--- src/rtl/seg_pkg.sv ---
// Shared seven-segment definitions.
// Glyph constants are active-low (0 = lit), bit0 = segment a .. bit6 = segment g.
// Used by seg_lut, decoder and the units/tens display wrapper.
package seg_pkg;

  typedef logic [6:0] seg_t;

  localparam seg_t SEG_0     = 7'h40;
  localparam seg_t SEG_1     = 7'h79;
  localparam seg_t SEG_2     = 7'h24;
  localparam seg_t SEG_3     = 7'h30;
  localparam seg_t SEG_4     = 7'h19;
  localparam seg_t SEG_5     = 7'h12;
  localparam seg_t SEG_6     = 7'h02;
  localparam seg_t SEG_7     = 7'h78;
  localparam seg_t SEG_8     = 7'h00;
  localparam seg_t SEG_9     = 7'h10;
  localparam seg_t SEG_A     = 7'h08;
  localparam seg_t SEG_B     = 7'h03;
  localparam seg_t SEG_C     = 7'h46;
  localparam seg_t SEG_D     = 7'h21;
  localparam seg_t SEG_E     = 7'h06;
  localparam seg_t SEG_F     = 7'h0E;
  localparam seg_t SEG_BLANK = 7'h7F;

endpackage

--- src/rtl/seg_lut.sv ---
// Combinational 4-bit code to active-low seven-segment lookup.
// Ports:
//   code_i : 4-bit unsigned code 0-15
//   seg_o  : active-low segment pattern, bit0 = a .. bit6 = g
// Parameter HEX_EN: 0 blanks codes 10-15, 1 shows A,b,C,d,E,F.
module seg_lut
  import seg_pkg::*;
#(
  parameter bit HEX_EN = 1'b0
) (
  input  logic [3:0] code_i,
  output seg_t       seg_o
);

  always_comb begin
    seg_o = SEG_BLANK;
    case (code_i)
      4'd0:    seg_o = SEG_0;
      4'd1:    seg_o = SEG_1;
      4'd2:    seg_o = SEG_2;
      4'd3:    seg_o = SEG_3;
      4'd4:    seg_o = SEG_4;
      4'd5:    seg_o = SEG_5;
      4'd6:    seg_o = SEG_6;
      4'd7:    seg_o = SEG_7;
      4'd8:    seg_o = SEG_8;
      4'd9:    seg_o = SEG_9;
      4'd10:   seg_o = HEX_EN ? SEG_A : SEG_BLANK;
      4'd11:   seg_o = HEX_EN ? SEG_B : SEG_BLANK;
      4'd12:   seg_o = HEX_EN ? SEG_C : SEG_BLANK;
      4'd13:   seg_o = HEX_EN ? SEG_D : SEG_BLANK;
      4'd14:   seg_o = HEX_EN ? SEG_E : SEG_BLANK;
      4'd15:   seg_o = HEX_EN ? SEG_F : SEG_BLANK;
      // X/Z codes land here in simulation; never show a lit glyph for them.
      default: seg_o = SEG_BLANK;
    endcase
  end

endmodule

--- src/rtl/decoder.sv ---
// Registered seven-segment decoder, one cycle latency.
// Ports:
//   clk            : rising-edge clock
//   rst            : synchronous active-high reset, loads blank
//   bcd_input      : 4-bit unsigned code 0-15
//   seven_segments : segment drive, bit0 = a .. bit6 = g
// Parameters:
//   ACTIVE_LOW : 1 -> lit segment is 0, 0 -> lit segment is 1
//   HEX_EN     : 0 -> codes 10-15 blank, 1 -> hex glyphs
module decoder
  import seg_pkg::*;
#(
  parameter bit ACTIVE_LOW = 1'b1,
  parameter bit HEX_EN     = 1'b0
) (
  input  logic       clk,
  input  logic       rst,
  input  logic [3:0] bcd_input,
  output logic [6:0] seven_segments
);

  seg_t lut_seg;
  seg_t seg_d, seg_q;
  seg_t blank;

  seg_lut #(
    .HEX_EN (HEX_EN)
  ) u_seg_lut (
    .code_i (bcd_input),
    .seg_o  (lut_seg)
  );

  // The lookup is active-low; flip both the glyph and blank for active-high panels.
  always_comb begin
    seg_d = ACTIVE_LOW ? lut_seg : ~lut_seg;
    blank = ACTIVE_LOW ? SEG_BLANK : ~SEG_BLANK;
  end

  always_ff @(posedge clk) begin
    if (rst) begin
      seg_q <= blank;
    end else begin
      seg_q <= seg_d;
    end
  end

  assign seven_segments = seg_q;

endmodule

--- config.mk ---
export PLATFORM = sky130hd
export DESIGN_NAME = decoder
export DESIGN_NICKNAME = d
export VERILOG_FILES = /design/src/rtl/seg_pkg.sv /design/src/rtl/seg_lut.sv /design/src/rtl/decoder.sv
export SDC_FILE = /design/constraint.sdc
export NUM_CORES = 1
export LEC_CHECK = 0
export CORE_AREA = 10 10 47 49
export CTS_BUF_LIST = sky130_fd_sc_hd__clkbuf_16
export CTS_CLUSTER_DIAMETER = 200
export DETAILED_ROUTE_END_ITERATION = 8
export DIE_AREA = 0 0 57 59
export PLACE_DENSITY = 0.56
export SLEW_MARGIN = 20
export SYNTH_ARGS = -nofsm -noshare
export SYNTH_HDL_FRONTEND = slang
export SYNTH_SLANG_ARGS = --single-unit
--- constraint.sdc ---
create_clock -name clk -period 1 [get_ports clk]
set_clock_uncertainty 0.15 [all_clocks]
set_input_delay 0.2 -clock clk [delete_from_list [all_inputs] [get_ports clk]]
set_output_delay 0.2 -clock clk [all_outputs]
set_load 0.05 [all_outputs]
==> summary.txt <==
Post-synthesis instance area: 382.9 um2
Final worst-path cycle share: 1.041
Largest register FFs: 7
Compound-Gate Fraction of Synth Area: 0.1667
Slowest CP cell: dfxtp_2
Hold path cells: 2
Share of cells above drive strength 1: 0.6102
DR vias/cell: 4.400
Setup TNS: -0.2631 ns
Post-Layout Cell Count: 75
CTS clk-pin slew, worst paths: 0.04 ns
CP cell instances: buf_12
GRT met1 Usage: 0.04513
TritonCTS Buffers: 3
Hold_sp: bcd_input[2]
Area leader, netlist: dfxtp_1
Final hold vios: 0
CP peak stage delay: 0.33 ns
Syn Area/Cell: 9.572 um2
Sequential cell area fraction in the yosys report: 0.3660
Hold Path End: seven_segments[4]$_SDFF_PP1_
Slew @ Worst Pin: 0.3336 ns
Post-synth cell types: 17
Max-slew violations: 0
Post-route setup slack: -0.04074 ns
Largest net degree at the start of global routing: 11
CTS tree: built
First-pass GRT wire length: 1331 um
Max H-tree Level: 1
Die Y: 59 um
Leakage: 0.3163 nW
DIE WIDTH: 57 um
RSZ-0062 raised after global routing: true
Crit path DAT: 0.69 ns
Post-route cell area: 723.2 um2
Area Overhead vs Synth: 88.89%
DRT antenna net count: 0
Syn Nets: 51
Placed inst area: 614.3 um2
Max IR drop VDD: 0.0005658 V
Detail Placement HPWL: 621.9 um
Routed wire length per instance: 10.68 um
Fmax: 960.9 MHz
Failing checks: setup timing
Outcome: finished, violations left
# setup viols final: 7
DRT Wirelength: 801 um
Switching share of power: 0.2364
Crit Path Class: reg -> out
Post-synthesis simple-gate area fraction: 0.2222
Initial antenna violation count: 0
Io pins: 13
Combinational Power Share: 0.219
Port bufs: 12
Clock Tree Root: clkbuf_16
Vias in the first global route: 328
Met3 Track Usage GR: 0.03004
DRT Pass-1 Iters: 2
GRT busiest layer: met2
Share of power burned in the clock network: 0.526
Hold/Removal Path Class: in -> reg
Xor and xnor area share after synthesis: 0.02288
Internal: 0.9637 mW
NetSw: 0.2984 mW
Global routing met2 resource utilization: 0.07907
Vias: 330
Slew HR: 0.7776
Routability congestion estimate: 0.7696
Mux cell area share after synthesis: 0
Worst Path Max Fanout: 1
P per Cell Area: 1745 mW/mm2
Area share of the largest cell type after synthesis: 0.3660
Adder-cell area share of the yosys netlist: 0.1634
Flops & latches, synth: 7
Synth Instances: 40
Placeable Area: 0.001401 mm2
Setup crit start kind: flop
Placed Instances: 71
Crit end category: output port
Largest family of logic cells by synthesized area: simple AND/OR/NAND/NOR gates
CP required: 0.65 ns
Gr usage total: 0.05099
Worst path top cell family by delay: flip-flops
Starting Density: 0.2732
Gr ovfl total: 0
Layout Utilization: 0.5161
Crit path time final: 1.041 ns
Synthesis Warnings: 0
DRC Markers: 0
Rows: 14
Clk sinks: 7
Reported max-cap violation count: 0
CTS Buffer Depth: 2
Largest cells by area after synthesis: dfxtp_1 (37%), ha_1 (16%), a21oi_1 (7.8%)
DIE AREA: 0.003363 mm2
Buffers & Inverters on Critical Path: 1
Ant diodes: 0
# nets final: 71
Sequential share of power: 0.255
DR iter-0 viols: 2
[through the flow]
| step | setup WS (ns) | hold WS, ns | total power [mW] |
|---|---|---|---|
| global placement | -0.5882 | 0.4974 | 0.5892 |
| detailed placement | -0.6057 | 0.4982 | 0.5909 |
| floorplan | 0.002313 | 0.1497 | 0.4459 |
| global route | -0.05663 | 0.2170 | 1.312 |
| finish | -0.04074 | 0.1806 | 1.262 |
| CTS | -0.04850 | 0.3119 | 1.278 |
[cells in the mapped netlist]
| cell type | instances |
|---|---|
| nor2b_1 | 1 |
| o22ai_1 | 1 |
| inv_1 | 3 |
| o21bai_1 | 1 |
| a21oi_1 | 6 |
| nor3_1 | 1 |
| dfxtp_1 | 7 |
| nand2b_4 | 2 |
| xor2_1 | 1 |
| nor3_2 | 1 |
| nor3b_2 | 1 |
| o21ai_0 | 4 |
| ha_1 | 5 |
| nand2b_1 | 2 |
| buf_6 | 1 |
| nand2_1 | 1 |
| nor2_1 | 2 |
[cell type report]
cell class,count,area (um2)
clock buffer,3,75.07
fill,121,678.2
multi-input combinational,29,257.7
clock inverter,1,5.005
tap,16,20.02
timing repair buffer,16,205.2
inverter,3,11.26
sequential,7,148.9
[cell families (layout without fill, tap and decap cells)]
group | after synthesis | count (layout)
compound gates | 12 | 12
fa+ha+maj | 5 | 5
flops | 7 | 7
buf+inv | 4 | 23
xor+xnor | 1 | 1
simple gates | 11 | 11
[power groups by stage]
stage / clock network (mW) / logic [mW] / registers, mW
2_1_floorplan: 0 / 0.0627 / 0.383
3_3_place_gp: 0 / 0.268 / 0.321
3_5_place_dp: 0 / 0.269 / 0.322
4_1_cts: 0.677 / 0.279 / 0.322
5_1_grt: 0.695 / 0.293 / 0.323
6_report: 0.664 / 0.276 / 0.322
[per-layer routing]
| metal | up-vias | part of all wire | routed length (um) |
|---|---|---|---|
| met5 | - | 0 | 0 |
| met4 | 0 | 0.030 | 24 |
| met2 | 11 | 0.47 | 376 |
| met3 | 2 | 0.080 | 64 |
| li1 | 171 | - | - |
| met1 | 146 | 0.42 | 336 |
[repair_timing]
action / 4_1_cts / 5_1_grt
resized for setup: 27 / 3
setup buffers: 0 / 0
hold buffers: 0 / 0
pin swaps: 4 / 1
setup endpoints to repair: 14 / 13
[how the worst max path moves through the flow]
stage / start / endpoint / slack (ns) / depth (start not counted)
final: seven_segments[3]$_SDFF_PP1_ / seven_segments[3] / -0.04 / 1
after global routing: seven_segments[6]$_SDFF_PP1_ / seven_segments[6] / -0.06 / 1
after CTS: seven_segments[6]$_SDFF_PP1_ / seven_segments[6] / -0.05 / 1
after detailed placement: bcd_input[1] / seven_segments[3]$_SDFF_PP1_ / -0.61 / 5
after global placement: bcd_input[1] / seven_segments[3]$_SDFF_PP1_ / -0.59 / 5
after floorplan: bcd_input[0] / seven_segments[2]$_SDFF_PP1_ / 0.002 / 5
[layout by cell type (no fill, tap or decap), drive strengths merged]
cell and instances:
buf 12, dfxtp 7, a21oi 6, ha 5
clkbuf 5, o21ai 4, nand2b 4, inv 3
nor2 2, nor3 2, nand2 1, o21bai 1
nor2b 1, o22ai 1, xor2 1, nor3b 1
clkinv 1, clkdlybuf4s15 1, dlygate4sd2 1
No activity file was read; power rests on OpenSTA's default activity.
